--- config.mk ---
export PLATFORM = sky130hd
export DESIGN_NAME = moonbase_sram_bridge_flat
export DESIGN_NICKNAME = d
export VERILOG_FILES = /design/src/rtl/moonbase_sram_bridge_pkg.sv /design/src/rtl/moonbase_sram_bridge_if.sv /design/src/rtl/moonbase_sram_bridge_out_fifo.sv /design/src/rtl/moonbase_sram_bridge.sv /design/src/flat_wrapper.sv
export SDC_FILE = /design/constraint.sdc
export NUM_CORES = 1
export LEC_CHECK = 0
export BUFFER_PORTS_ARGS = -buffer_cell sky130_fd_sc_hd__buf_2
export CAP_MARGIN = 30
export CORE_UTILIZATION = 56
export DETAILED_ROUTE_END_ITERATION = 16
export GPL_TIMING_DRIVEN = 0
export MAX_ROUTING_LAYER = met4
export PLACE_DENSITY = 0.75
export RECOVER_POWER = 100
export SLEW_MARGIN = 5
export SYNTH_ARGS = -nofsm -noshare
export SYNTH_HDL_FRONTEND = slang
export SYNTH_HIERARCHICAL = 1
export SYNTH_SLANG_ARGS = --single-unit
--- constraint.sdc ---
create_clock -name clk -period 10.5 [get_ports clk]
set_input_delay 3.15 -clock clk [delete_from_list [all_inputs] [get_ports clk]]
set_output_delay 3.15 -clock clk [all_outputs]
set_load 0.005 [all_outputs]
--- src/rtl/moonbase_sram_bridge_pkg.sv ---
// Shared widths, CPU bus bit positions and the bridge state type.
package moonbase_pkg;

    localparam int ADDR_W = 7;
    localparam int DATA_W = 4;

    // Bit positions on the CPU's multiplexed output bus
    localparam int BUS_ASTB   = 7;
    localparam int BUS_WSTB_N = 5;
    localparam int BUS_DSTB   = 4;

    typedef enum logic {
        ST_LOAD,
        ST_RUN
    } state_e;

endpackage

--- src/rtl/moonbase_sram_bridge_if.sv ---
// Host/CPU-facing signal bundle of the SRAM bridge.
// The master side is the CPU plus host. The slave side is the bridge.
interface moonbase_sram_bridge_if;
    import moonbase_pkg::*;

    logic [7:0]        cpu_bus;
    logic [DATA_W-1:0] cpu_rdata;
    logic              cpu_rst;

    logic              load_valid;
    logic              load_ready;
    logic [ADDR_W-1:0] load_addr;
    logic [DATA_W-1:0] load_data;
    logic              load_done;

    logic              out_valid;
    logic              out_ready;
    logic [DATA_W-1:0] out_data;
    logic              out_overflow;

    modport master (
        output cpu_bus, load_valid, load_addr, load_data, load_done, out_ready,
        input  cpu_rdata, cpu_rst, load_ready, out_valid, out_data, out_overflow
    );

    modport slave (
        input  cpu_bus, load_valid, load_addr, load_data, load_done, out_ready,
        output cpu_rdata, cpu_rst, load_ready, out_valid, out_data, out_overflow
    );

endinterface

--- src/rtl/moonbase_sram_bridge_out_fifo.sv ---
// Small output FIFO for captured CPU writes.
// A push into a full FIFO is still taken when a pop happens in the same cycle.
// Otherwise it is dropped, which sets the sticky overflow flag.
module moonbase_out_fifo #(
    parameter int FIFO_DEPTH = 4,
    parameter int DATA_W     = 4
) (
    input  logic              clk,
    input  logic              rst,
    input  logic              push,
    input  logic [DATA_W-1:0] push_data,
    input  logic              pop,
    output logic [DATA_W-1:0] head,
    output logic              full,
    output logic              empty,
    output logic              overflow
);

    localparam int PTR_W = (FIFO_DEPTH > 1) ? $clog2(FIFO_DEPTH) : 1;
    localparam int CNT_W = $clog2(FIFO_DEPTH + 1);

    logic [DATA_W-1:0] store [FIFO_DEPTH];
    logic [PTR_W-1:0]  wr_ptr;
    logic [PTR_W-1:0]  rd_ptr;
    logic [CNT_W-1:0]  count;
    logic              take;
    logic              accept;

    assign full   = (count == CNT_W'(FIFO_DEPTH));
    assign empty  = (count == '0);
    assign take   = pop & ~empty;
    assign accept = push & (~full | take);
    assign head   = store[rd_ptr];

    // Pointer, occupancy and sticky overflow bookkeeping
    always_ff @(posedge clk) begin
        if (rst) begin
            wr_ptr   <= '0;
            rd_ptr   <= '0;
            count    <= '0;
            overflow <= 1'b0;
        end else begin
            if (accept) wr_ptr <= wr_ptr + PTR_W'(1);
            if (take)   rd_ptr <= rd_ptr + PTR_W'(1);
            case ({accept, take})
                2'b10:   count <= count + CNT_W'(1);
                2'b01:   count <= count - CNT_W'(1);
                default: count <= count;
            endcase
            if (push & ~accept) overflow <= 1'b1;
        end
    end

    // Entry storage; contents are meaningless while empty and are masked by the top
    always_ff @(posedge clk) begin
        if (accept) store[wr_ptr] <= push_data;
    end

endmodule

--- src/rtl/moonbase_sram_bridge.sv ---
// Memory-side companion for moonbase_cpu_4bit. It serves a 128x4 memory over the CPU's
// multiplexed bus, loads the program from a host while the CPU is held in reset,
// and mirrors CPU writes to OUT_ADDR into an output FIFO.
module moonbase_sram_bridge
    import moonbase_pkg::*;
#(
    parameter logic [ADDR_W-1:0] OUT_ADDR   = 7'h5E,
    parameter int                FIFO_DEPTH = 4
) (
    input  logic                   clk,
    input  logic                   rst,
    moonbase_sram_bridge_if.slave  bus_if
);

    localparam int DEPTH = 2 ** ADDR_W;

    state_e            state;
    state_e            state_next;
    logic [DATA_W-1:0] mem [DEPTH];
    logic [ADDR_W-1:0] addr_q;
    logic [ADDR_W-1:0] rd_addr;
    logic              astb;
    logic              run_active;
    logic              load_fire;
    logic              wr_now;
    logic              wr_prev;
    logic              push_req;
    logic              pop;
    logic [DATA_W-1:0] fifo_head;
    logic              fifo_empty;
    logic              fifo_full_unused;
    logic              fifo_overflow;

    assign astb       = bus_if.cpu_bus[BUS_ASTB];
    assign run_active = (state == ST_RUN) & ~rst;
    assign load_fire  = bus_if.load_valid & bus_if.load_ready;
    assign wr_now     = run_active & ~astb & ~bus_if.cpu_bus[BUS_WSTB_N];
    assign push_req   = wr_now & ~wr_prev & (addr_q == OUT_ADDR);

    // Reads are transparent: a strobed address is used directly, otherwise the latched one
    assign rd_addr          = astb ? bus_if.cpu_bus[ADDR_W-1:0] : addr_q;
    assign bus_if.cpu_rdata = mem[rd_addr];

    assign bus_if.out_valid    = ~fifo_empty & ~rst;
    assign bus_if.out_data     = bus_if.out_valid ? fifo_head : '0;
    assign bus_if.out_overflow = fifo_overflow;
    assign pop                 = bus_if.out_valid & bus_if.out_ready;

    // Load/run state register
    always_ff @(posedge clk) begin
        if (rst) state <= ST_LOAD;
        else     state <= state_next;
    end

    // Next state and handshake/reset outputs; reset forces the CPU into reset immediately
    always_comb begin
        state_next        = state;
        bus_if.cpu_rst    = 1'b1;
        bus_if.load_ready = 1'b0;
        case (state)
            ST_LOAD: begin
                bus_if.load_ready = ~rst;
                if (bus_if.load_done) state_next = ST_RUN;
            end
            ST_RUN: begin
                bus_if.cpu_rst = rst;
            end
            default: state_next = ST_LOAD;
        endcase
    end

    // Address latch and write-strobe history for capture edge detection
    always_ff @(posedge clk) begin
        if (rst) begin
            addr_q  <= '0;
            wr_prev <= 1'b0;
        end else begin
            wr_prev <= wr_now;
            if (run_active && astb) addr_q <= bus_if.cpu_bus[ADDR_W-1:0];
        end
    end

    // Memory array: host loads in LOAD, level-sensitive CPU writes in RUN; never cleared
    always_ff @(posedge clk) begin
        if (load_fire)   mem[bus_if.load_addr] <= bus_if.load_data;
        else if (wr_now) mem[addr_q]           <= bus_if.cpu_bus[DATA_W-1:0];
    end

    moonbase_out_fifo #(
        .FIFO_DEPTH (FIFO_DEPTH),
        .DATA_W     (DATA_W)
    ) u_out_fifo (
        .clk       (clk),
        .rst       (rst),
        .push      (push_req),
        .push_data (bus_if.cpu_bus[DATA_W-1:0]),
        .pop       (pop),
        .head      (fifo_head),
        .full      (fifo_full_unused),
        .empty     (fifo_empty),
        .overflow  (fifo_overflow)
    );

endmodule

--- src/flat_wrapper.sv ---
// flat-port wrapper written by rule: the top's interface ports become plain ports
module moonbase_sram_bridge_flat import moonbase_pkg::*;
#(
    parameter logic [ADDR_W-1:0] OUT_ADDR   = 7'h5E,
    parameter int                FIFO_DEPTH = 4
)
  (clk, rst, bus_if_cpu_bus, bus_if_load_valid, bus_if_load_addr, bus_if_load_data, bus_if_load_done, bus_if_out_ready, bus_if_cpu_rdata, bus_if_cpu_rst, bus_if_load_ready, bus_if_out_valid, bus_if_out_data, bus_if_out_overflow);
  moonbase_sram_bridge_if bus_if_i ();
  input  logic clk;
  input  logic rst;
  input wire logic [$bits(bus_if_i.cpu_bus)-1:0] bus_if_cpu_bus;
  input wire logic [$bits(bus_if_i.load_valid)-1:0] bus_if_load_valid;
  input wire logic [$bits(bus_if_i.load_addr)-1:0] bus_if_load_addr;
  input wire logic [$bits(bus_if_i.load_data)-1:0] bus_if_load_data;
  input wire logic [$bits(bus_if_i.load_done)-1:0] bus_if_load_done;
  input wire logic [$bits(bus_if_i.out_ready)-1:0] bus_if_out_ready;
  output wire logic [$bits(bus_if_i.cpu_rdata)-1:0] bus_if_cpu_rdata;
  output wire logic [$bits(bus_if_i.cpu_rst)-1:0] bus_if_cpu_rst;
  output wire logic [$bits(bus_if_i.load_ready)-1:0] bus_if_load_ready;
  output wire logic [$bits(bus_if_i.out_valid)-1:0] bus_if_out_valid;
  output wire logic [$bits(bus_if_i.out_data)-1:0] bus_if_out_data;
  output wire logic [$bits(bus_if_i.out_overflow)-1:0] bus_if_out_overflow;
  assign bus_if_i.cpu_bus = bus_if_cpu_bus;
  assign bus_if_i.load_valid = bus_if_load_valid;
  assign bus_if_i.load_addr = bus_if_load_addr;
  assign bus_if_i.load_data = bus_if_load_data;
  assign bus_if_i.load_done = bus_if_load_done;
  assign bus_if_i.out_ready = bus_if_out_ready;
  assign bus_if_cpu_rdata = bus_if_i.cpu_rdata;
  assign bus_if_cpu_rst = bus_if_i.cpu_rst;
  assign bus_if_load_ready = bus_if_i.load_ready;
  assign bus_if_out_valid = bus_if_i.out_valid;
  assign bus_if_out_data = bus_if_i.out_data;
  assign bus_if_out_overflow = bus_if_i.out_overflow;
  moonbase_sram_bridge #(.OUT_ADDR(OUT_ADDR), .FIFO_DEPTH(FIFO_DEPTH)) u_core (.clk(clk), .rst(rst), .bus_if(bus_if_i));
endmodule
==> results.md, run 1 <==
- Outcome: finished, violations left
- Failing checks: capacitance limit, slew limit
- Port Buffer Count: 35
- GRT Residual Overflow: 0
- Final Cycle Share: 0.960
- Worst EP arrival: 6930 ps
- H-tree levels: 2
- Crit-path cells: clkbuf_1 > clkbuf_1 > nor3b_1 > a31oi_1 > clkbuf_1 > a21oi_1 > a2111oi_0 > nor3_1 > nor4_1 > a31oi_1 > clkbuf_1
- Die Height: 201 microns
- PwrDens: 183 nW/um^2
- CP Data Required Time: 7350 ps
- Setup TNS Final: 0 ps
- Unrepaired setup endpoints after global routing: no
- Slew Viols, Final: 464
- Layout cell share with drive strength beyond 1: 0.158
- Cell Rows: 72
- Vias in the first global route: 13,000
- GPL Wtd Cong: 0.903
- Die width: 201 microns
- Clock latency on the worst-skew pair: 600 ps
- WS Path Type: primary input to output pin
- Initial antenna violation count: 0
- Io pins: 36
- Largest stage delay on the critical path: 710 ps
- Hold path depth: 2
- Crit path launch type: primary input
- HPWL after detailed placement: 36.0 mm
- Via density: 6.54
- Worst slew margin: -1.67
- Synth Instances: 1,365
- Final setup viols: 0
- CTS Buf Count: 53
- P_leak: 7.71 nW
- Post-CTS setup buffer count: 0
- Hold-fix buffers at CTS: 0
- Max rail drop VDD: 131 uV
- Post-route DRC: 0
- Post-layout min period: 10,080 ps
- Fmax: 0.0992 GHz
- DR pass1 iterations: 6
- Antenna diodes: 0
- Root Buffer: clkbuf_16
- Initial DRC Count: 1,745
- CTS tree: done
- Number of cells on the critical path: 11
- Vias: 13,200
- First-pass GRT wire length: 81.5 mm
- Final nets: 1,494
- Cts repair resizes: 0
- Synthesized net count: 1,394
- Synth Warn #: 6
- Initial Util: 0.571
- ANT nets after route: 0
- Die area: 40,400 sq um
- Critical path fanouts, max: 10
- Hold Crit Class: register to register
- Synth Area per Inst: 16.2 sq um
- Clk buf depth: 3
- Crit-path most repeated cell: clkbuf_1
- Worst Max-Slew Pin Slew: 4010 ps
- Crit-path slowest cell: a2111oi_0
- Final hold viol count: 0
- CP delay by family, top: buffers and inverters
- Core Area: 38,800 sq um
- Total track usage: 0.285
- Critical Path End Type: output pin
- Max_cap viols: 8
- Final clock skew: 20.8 ps
- Synth-to-layout area growth: 11.2%
- Total clock sinks: 547
- Pin count of the biggest net entering global routing: 93
- Synth Cell Area: 22,200 sq um
- Worst r2r path cells: 7
- Final Core Density: 0.635
- Total Wirelength: 54.5 mm
- Worst-path clk slew: 60 ps
- Worst Path Buf+Inv: 4
- DR WL/cell: 27.0 microns
[layer usage]
layer	part of all wire	wire, microns	global-route usage
met1	0.38	20600	0.380
met2	0.47	25800	0.435
met3	0.11	5780	0.0526
met4	0.043	2330	0.119
met5	0	0	-
[tightest hold or removal path, stage by stage (launching register included)]
cell and delay [ps]:
dfxtp_1 330, a21oi_1 40, nor2_1 70
[metrics by stage]
stage          hold WS, ps  total power, mW  cells  worst slack [ps]  instance area [sq um]
2_1_floorplan          460             2.64   1365               274                  22200
3_3_place_gp           445             2.76   1918             -4940                  23000
3_5_place_dp           473             2.76   1928               893                  23200
4_1_cts                488             4.54   2022               874                  24800
5_1_grt                544             4.65   2022               379                  24600
6_report               480             4.52   2022               418                  24600
[power by group]
part           switching (mW)  leakage (nW)  internal, mW  total, mW
clock network           0.778         0.794          1.02       1.80
logic                   0.213          2.02        0.0940      0.307
registers             0.00169          4.90          2.41       2.41
total                   0.992          7.71          3.53       4.52
[layout make-up]
class	instances	area (sq um)
Tap cell	518	648
Inverter	10	37.5
Clock buffer	66	1420
Fill cell	2673	14200
Multi-Input combinational cell	733	5510
Buffer	75	377
Sequential cell	547	16200
Timing Repair Buffer	45	213
Clock inverter	28	213
[flip-flops by register name (all words and copies together), names as in the netlist, 2 cells and up, named ones only]
| name | cells |
|---|---|
| u_core/u_out_fifo/wr_ptr | 2 |
| u_core/addr_q | 7 |
| u_core/u_out_fifo/count | 3 |
| u_core/mem | 512 |
| u_core/u_out_fifo/rd_ptr | 2 |
| u_core/u_out_fifo/store | 16 |
[cell usage in the layout, fill, tap and decap left out, types with 4 or more instances in the layout]
cell type  instances
nand3b_1          12
nand2b_1           7
o21ai_0            9
or3_1              6
a2111oi_0         14
dfxtp_1           19
clkinv_2          10
clkbuf_1          66
and2_0             6
nor2_1           153
a22oi_1           35
o31ai_1            4
ha_1               4
buf_2             45
nor3_1            14
clkbuf_16         55
nand2_1          161
mux2_2             6
buf_4             12
and3_1             4
inv_1             10
a31oi_1            6
edfxtp_1         528
mux4_2            92
clkinv_1          11
nand3_1           28
a21oi_1           78
nor4_1            11
o22ai_1           14
mux2i_1           36
buf_6              5
[path summary, 6_finish.rpt]
path,from,endpoint,slack [ps]
worst max-delay path,bus_if_cpu_bus[7],bus_if_cpu_rdata[2],420
worst min-delay path,u_core/u_out_fifo/overflow$_SDFFE_PP0P_,u_core/u_out_fifo/overflow$_SDFFE_PP0P_,480
worst max register to register,u_core/state$_SDFF_PP0_,u_core/mem[57][2]$_DFFE_PP_,3580
worst min register to register,u_core/u_out_fifo/overflow$_SDFFE_PP0P_,u_core/u_out_fifo/overflow$_SDFFE_PP0P_,480
(Power assumes the default switching activity.)
==> run 2: changes to the inputs <==
--- a/config.mk
+++ b/config.mk
@@ -7,12 +7,15 @@
 export LEC_CHECK = 0
 export BUFFER_PORTS_ARGS = -buffer_cell sky130_fd_sc_hd__buf_2
 export CAP_MARGIN = 30
-export CORE_UTILIZATION = 56
+export CORE_MARGIN = 4
+export CORE_UTILIZATION = 59
+export CTS_BUF_LIST = sky130_fd_sc_hd__clkbuf_8
 export DETAILED_ROUTE_END_ITERATION = 16
 export GPL_TIMING_DRIVEN = 0
 export MAX_ROUTING_LAYER = met4
-export PLACE_DENSITY = 0.75
+export PLACE_DENSITY = 0.78
 export RECOVER_POWER = 100
+export SKIP_CTS_REPAIR_TIMING = 1
 export SLEW_MARGIN = 5
 export SYNTH_ARGS = -nofsm -noshare
 export SYNTH_HDL_FRONTEND = slang
==> results.md, run 2 (synthesis gave the netlist of run 1 again) <==
- Outcome: finished, violations left
- Failing checks: capacitance limit, slew limit
- Initial Util: 0.601 (+0.0303)
- Critical Path End Type: output pin
- Critical path launch point: bus_if_cpu_bus[7]
- Clock group share of total power: 0.372 (-0.027)
- GRT Residual Overflow: 0 (unchanged)
- Setup TNS Final: 0 ps (unchanged)
- Hold Crit Class: register to register
- Commonest non-fill, non-tap cell in the layout: edfxtp_1
- Worst Path Buf+Inv: 5 (+1)
- Synth-to-layout area growth: 10.7%
- Clk buf depth: 3 (unchanged)
- Unrepaired setup endpoints after global routing: no
- Total power: 4.33 mW (-4.2%)
- Crit path launch type: primary input
- Post-layout min period: 10,100 ps (+13.6 ps)
- Number of cells on the critical path: 11 (unchanged)
- Final setup viols: 0 (unchanged)
- ANT nets after route: 0 (unchanged)
- Worst EP arrival: 6950 ps (+20 ps)
- Total Wirelength: 55.2 mm (+1.2%)
- DR WL/cell: 26.7 microns (-0.94%)
- Switch share: 0.233 (+0.0134)
- End of the worst hold path: u_core/u_out_fifo/overflow$_SDFFE_PP0P_
- Root Buffer: clkbuf_8
- Core Area: 36,900 sq um (-5.0%)
- Crit-path cells: clkbuf_1 > clkbuf_1 > mux2_1 > buf_2 > nor2_1 > clkbuf_1 > a22oi_1 > a21boi_0 > nor4_1 > a21oi_1 > clkbuf_2
- Initial DRC Count: 1,997 (+14%)
- DR pass1 iterations: 8 (+2)
- CP delay by family, top: buffers and inverters
- Post-route DRC: 0 (unchanged)
- Placement Cell Area: 23,200 sq um (about the same)
- HPWL after detailed placement: 36.3 mm (+0.94%)
- Port Buffer Count: 35 (unchanged)
- Io pins: 36 (unchanged)
- Vias in the first global route: 13,400 (+3.1%)
- P_leak: 7.80 nW (+1.2%)
- Total clock sinks: 547 (unchanged)
- Max reg flops: 512 (unchanged)
- Post-route cell area: 24,500 sq um (-0.49%)
- PwrDens: 177 nW/um^2 (-3.7%)
- Pin count of the biggest net entering global routing: 84 (-9.7%)
- H-tree levels: 3 (+1)
- Crit-path slowest cell: clkbuf_1
- Total track usage: 0.281 (-0.00332)
- Hold path startpoint: u_core/u_out_fifo/overflow$_SDFFE_PP0P_
- Fmax: 0.0991 GHz (-0.13%)
- Worst Max-Slew Pin Slew: 3610 ps (-400 ps)
- Layout cell share with drive strength beyond 1: 0.173 (+0.0148)
- Biggest register: u_core/mem
- CTS tree: done
- Hold Slack: 471 ps (-9.90 ps)
- CTS Buf Count: 84 (+58%)
- Slew Viols, Final: 464 (unchanged)
- Multi-input logic area: 5510 sq um (unchanged)
- Max_cap viols: 8 (unchanged)
- Max rail drop VDD: 92.5 uV (-29%)
- Worst-path clk slew: 60 ps (about the same)
- Worst r2r dst: u_core/mem[63][3]$_DFFE_PP_
- Largest stage delay on the critical path: 670 ps (-40 ps)
- Final nets: 1,526 (+2.1%)
- Post-Place Setup Slack: 939 ps (+46.6 ps)
- Largest registers: u_core/mem (512), u_core/u_out_fifo/store (16), u_core/addr_q (7)
- First-pass GRT wire length: 82.9 mm (+1.7%)
- Die width: 202 microns (+0.44%)
- Die Height: 202 microns (+0.44%)
- GPL Wtd Cong: 0.931 (+3.2%)
- Setup ws final: 405 ps (-13.6 ps)
- Final hold viol count: 0 (unchanged)
- P_int: 3.32 mW (-5.9%)
- Worst r2r path cells: 8 (+1)
- Worst slew margin: -1.41 (+0.267)
- Combinational Power Share: 0.071 (+0.003)
- Final Core Density: 0.665 (+0.0304)
- Storage element area: 16,200 sq um (unchanged)
- Sequential cell fraction of total power: 0.557 (+0.024)
- Placed cells: 1,915 (-0.67%)
- Die area: 40,700 sq um (+0.87%)
- Vias: 13,300 (+0.35%)
- Hold path depth: 2 (unchanged)
- Cell Rows: 70 (-2.8%)
- NetSw: 1.01 mW (+1.6%)
- Most frequent cells in the layout: edfxtp_1 (528), nand2_1 (161), nor2_1 (153), mux4_2 (92), clkbuf_8 (87)
- Clock latency on the worst-skew pair: 650 ps (+50 ps)
- WS Path Type: primary input to output pin
- Layout Cells excl Fill: 2,065 (+2.1%)
- Worst reg2reg startpoint: u_core/state$_SDFF_PP0_
- Number of fill cells: 2,431 (-9.1%)
- Via density: 6.43 (-1.7%)
- Final clock skew: 36.0 ps (+15.2 ps)
- Crit-path most repeated cell: clkbuf_1
- Final Cycle Share: 0.961 (+0.00129)
- Critical path fanouts, max: 10 (unchanged)
- CP Data Required Time: 7350 ps (about the same)
- Slack of the worst reg-to-reg path: 4210 ps (+630 ps)
- Initial antenna violation count: 0 (unchanged)
## run 2: how the worst max path moves through the flow
stage                                              to  slack (ps)
after floorplan            u_core/mem[0][2]$_DFFE_PP_         270
after CTS                         bus_if_cpu_rdata[1]         910
after global placement    u_core/mem[54][2]$_DFFE_PP_       -4950
after detailed placement          bus_if_cpu_rdata[1]         940
after global routing              bus_if_cpu_rdata[1]         380
final                             bus_if_cpu_rdata[1]         400
## run 2: final cells by class
type                    count  share of cell area
flip-flops and latches    547               0.662
multi-input cells         733               0.224
clock buffers              87              0.0488
well taps                 504              0.0257
plain buffers              75              0.0154
clock inverters            62              0.0129
repair buffers             46             0.00908
inverters                  10             0.00153
diodes                      1            0.000102
## run 2: power groups by stage
stage | clock network (mW) | registers (mW) | logic (mW)
finish | 1.61 | 2.41 | 0.309
global route | 1.75 | 2.41 | 0.322
CTS | 1.63 | 2.41 | 0.312
detailed placement | 0 | 2.45 | 0.310
global placement | 0 | 2.47 | 0.290
floorplan | 0 | 2.46 | 0.180
## run 2: metal layers
| metal | part of all wire | global-route usage | wire (microns) |
|---|---|---|---|
| met1 | 0.37 | 0.382 | 20300 |
| met2 | 0.46 | 0.416 | 25600 |
| met4 | 0.044 | 0.120 | 2430 |
| met3 | 0.12 | 0.0672 | 6890 |
| met5 | 0 | - | 0 |
## run 2: worst min-delay path: cells and delay by family, from the launching register on
| kind | cells | cell delay [ps] |
|---|---|---|
| compound gates | 1 | 40 |
| simple gates | 1 | 60 |
| flops | 1 | 330 |
==> run 3: changes to the inputs <==
--- a/config.mk
+++ b/config.mk
@@ -7,13 +7,15 @@
 export LEC_CHECK = 0
 export BUFFER_PORTS_ARGS = -buffer_cell sky130_fd_sc_hd__buf_2
 export CAP_MARGIN = 30
+export CELL_PAD_IN_SITES_DETAIL_PLACEMENT = 0
+export CELL_PAD_IN_SITES_GLOBAL_PLACEMENT = 1
 export CORE_MARGIN = 4
-export CORE_UTILIZATION = 59
+export CORE_UTILIZATION = 51
 export CTS_BUF_LIST = sky130_fd_sc_hd__clkbuf_8
 export DETAILED_ROUTE_END_ITERATION = 16
 export GPL_TIMING_DRIVEN = 0
 export MAX_ROUTING_LAYER = met4
-export PLACE_DENSITY = 0.78
+export PLACE_DENSITY_LB_ADDON = 0.1
 export RECOVER_POWER = 100
 export SKIP_CTS_REPAIR_TIMING = 1
 export SLEW_MARGIN = 5
==> results.md, run 3 (synthesis gave the netlist of run 1 again) <==
- Outcome: finished, violations left
- Failing checks: capacitance limit, slew limit
- Final clock skew: 28.0 ps (-8.00 ps)
- Synth-to-layout area growth: 11.4%
- Biggest register: u_core/mem
- Critical path fanouts, max: 10 (unchanged)
- Layout cell share with drive strength beyond 1: 0.174 (+0.00125)
- Initial antenna violation count: 0 (unchanged)
- Storage element area: 16,200 sq um (unchanged)
- Cell Rows: 76 (+8.6%)
- PwrDens: 176 nW/um^2 (about the same)
- Hold Crit Class: register to register
- CTS tree: done
- Final Core Density: 0.575 (-0.0906)
- Port Buffer Count: 35 (unchanged)
- GRT Residual Overflow: 0 (unchanged)
- HPWL after detailed placement: 39.5 mm (+8.8%)
- Worst EP arrival: 6760 ps (-190 ps)
- Final hold viol count: 0 (unchanged)
- DR WL/cell: 26.8 microns (+0.32%)
- Placed cells: 2,002 (+4.5%)
- Worst-path clk slew: 60 ps (about the same)
- Clock latency on the worst-skew pair: 660 ps (about the same)
- Worst slew margin: -1.55 (-0.147)
- Crit-path slowest cell: nor2_1
- Initial Util: 0.516 (-0.0854)
- Max_cap viols: 9 (+1)
- CTS Buf Count: 87 (+3.6%)
- Via density: 5.96 (-7.2%)
- Clk buf depth: 3 (unchanged)
- Initial DRC Count: 1,280 (-36%)
- Multi-input logic area: 5510 sq um (about the same)
- Crit-path cells: buf_2 > clkbuf_1 > mux2_1 > buf_2 > nor2_1 > clkbuf_1 > a22oi_1 > a21oi_1 > nor2_1 > a32oi_1 > buf_2
- Die area: 46,900 sq um (+15%)
- Commonest non-fill, non-tap cell in the layout: edfxtp_1
- Final nets: 1,537 (+0.72%)
- Crit path launch type: primary input
- GPL Wtd Cong: 0.857 (-8.0%)
- Placement Cell Area: 23,400 sq um (+0.75%)
- CP delay by family, top: buffers and inverters
- Core Area: 43,000 sq um (+17%)
- Vias in the first global route: 13,000 (-3.1%)
- Total track usage: 0.257 (-0.0249)
- H-tree levels: 3 (unchanged)
- Crit-path most repeated cell: buf_2
- Largest registers: u_core/mem (512), u_core/u_out_fifo/store (16), u_core/addr_q (7)
- Most frequent cells in the layout: edfxtp_1 (528), nand2_1 (161), nor2_1 (153), mux4_2 (92), clkbuf_8 (88)
- Worst Path Buf+Inv: 5 (unchanged)
- Io pins: 36 (unchanged)
- Pin count of the biggest net entering global routing: 82 (-2.4%)
- Post-route DRC: 0 (unchanged)
- Die width: 216 microns (+7.3%)
- Layout Cells excl Fill: 2,152 (+4.2%)
- DR pass1 iterations: 5 (-3)
- Worst Max-Slew Pin Slew: 3790 ps (+180 ps)
- ANT nets after route: 0 (unchanged)
- Post-layout min period: 9910 ps (-181 ps)
- Post-route cell area: 24,700 sq um (+0.69%)
- Largest stage delay on the critical path: 680 ps (about the same)
- Max rail drop VDD: 136 uV (+47%)
- Final Cycle Share: 0.944 (-0.0172)
- P_leak: 7.83 nW (+0.33%)
- WS Path Type: primary input to output pin
- Fmax: 0.101 GHz (+1.8%)
- Final setup viols: 0 (unchanged)
- Critical Path End Type: output pin
- Vias: 12,800 (-3.3%)
- Unrepaired setup endpoints after global routing: no
- First-pass GRT wire length: 84.7 mm (+2.2%)
- Slew Viols, Final: 498 (+7.3%)
- Max reg flops: 512 (unchanged)
- Die Height: 216 microns (+7.3%)
- Total clock sinks: 547 (unchanged)
- Total Wirelength: 57.7 mm (+4.5%)
- CP Data Required Time: 7350 ps (about the same)
- Number of fill cells: 3,505 (+44%)
- Root Buffer: clkbuf_8
==> run 3: cell types whose count changed in the layout (fill, tap and decap cells not counted), moves of 2 or more <==
| cell | before | now |
|---|---|---|
| clkbuf_1 | 53 | 63 |
| clkinv_1 | 20 | 15 |
| clkbuf_2 | 3 | 0 |
| clkinv_2 | 5 | 8 |
| and2_0 | 6 | 4 |
| and2_1 | 0 | 2 |
| inv_8 | 0 | 2 |
==> run 3: worst reg2reg max path, delay by kind of cell, from the launching register on <==
family	cells	cell delay, ps
AO/OA/AOI/OAI	1	2870
AND/OR/NAND/NOR	2	450
flip-flops	1	330
buffers and inverters	4	2970
==> run 3: area by class of cell <==
class | count | share of cell area
sequential | 547 | 0.657
multi-input combinational | 733 | 0.223
clock buffer | 88 | 0.0490
tap | 585 | 0.0296
buffer | 75 | 0.0153
clock inverter | 59 | 0.0128
timing repair buffer | 54 | 0.0111
inverter | 10 | 0.00152
antenna | 1 | 0.000101
==> run 3: routing by layer <==
metal	vias to the layer above	wire, microns	global-route usage	share of wire
met1	6591	23500	0.340	0.41
met3	105	4260	0.0531	0.074
met4	0	1630	0.0772	0.028
li1	5619	-	-	-
met5	-	0	-	0
met2	517	28300	0.408	0.49
==> run 3: power breakdown <==
group / switching, mW / internal (mW) / leakage, nW
Combinational: 0.214 / 0.0960 / 2.05
Clock: 0.809 / 0.827 / 0.882
Sequential: 0.00177 / 2.41 / 4.90
==> run 3: through the flow <==
stage / setup TNS, ps / setup slack, ps / hold slack, ps / power (mW)
2_1_floorplan: 0 / 274 / 460 / 2.64
3_3_place_gp: -698450 / -5470 / 460 / 2.77
3_5_place_dp: 0 / 758 / 510 / 2.77
4_1_cts: 0 / 743 / 525 / 4.40
5_1_grt: 0 / 315 / 571 / 4.52
6_report: 0 / 585 / 521 / 4.36
==> run 3: path summary, 6_finish.rpt <==
check | from | endpoint | slack (ps) | cells past startpoint
setup reg to reg | u_core/state$_SDFF_PP0_ | u_core/mem[63][2]$_DFFE_PP_ | 3430 | 7
setup / recovery | bus_if_cpu_bus[7] | bus_if_cpu_rdata[0] | 590 | 11
hold / removal | u_core/u_out_fifo/overflow$_SDFFE_PP0P_ | u_core/u_out_fifo/overflow$_SDFFE_PP0P_ | 520 | 2
hold reg to reg | u_core/u_out_fifo/overflow$_SDFFE_PP0P_ | u_core/u_out_fifo/overflow$_SDFFE_PP0P_ | 520 | 2
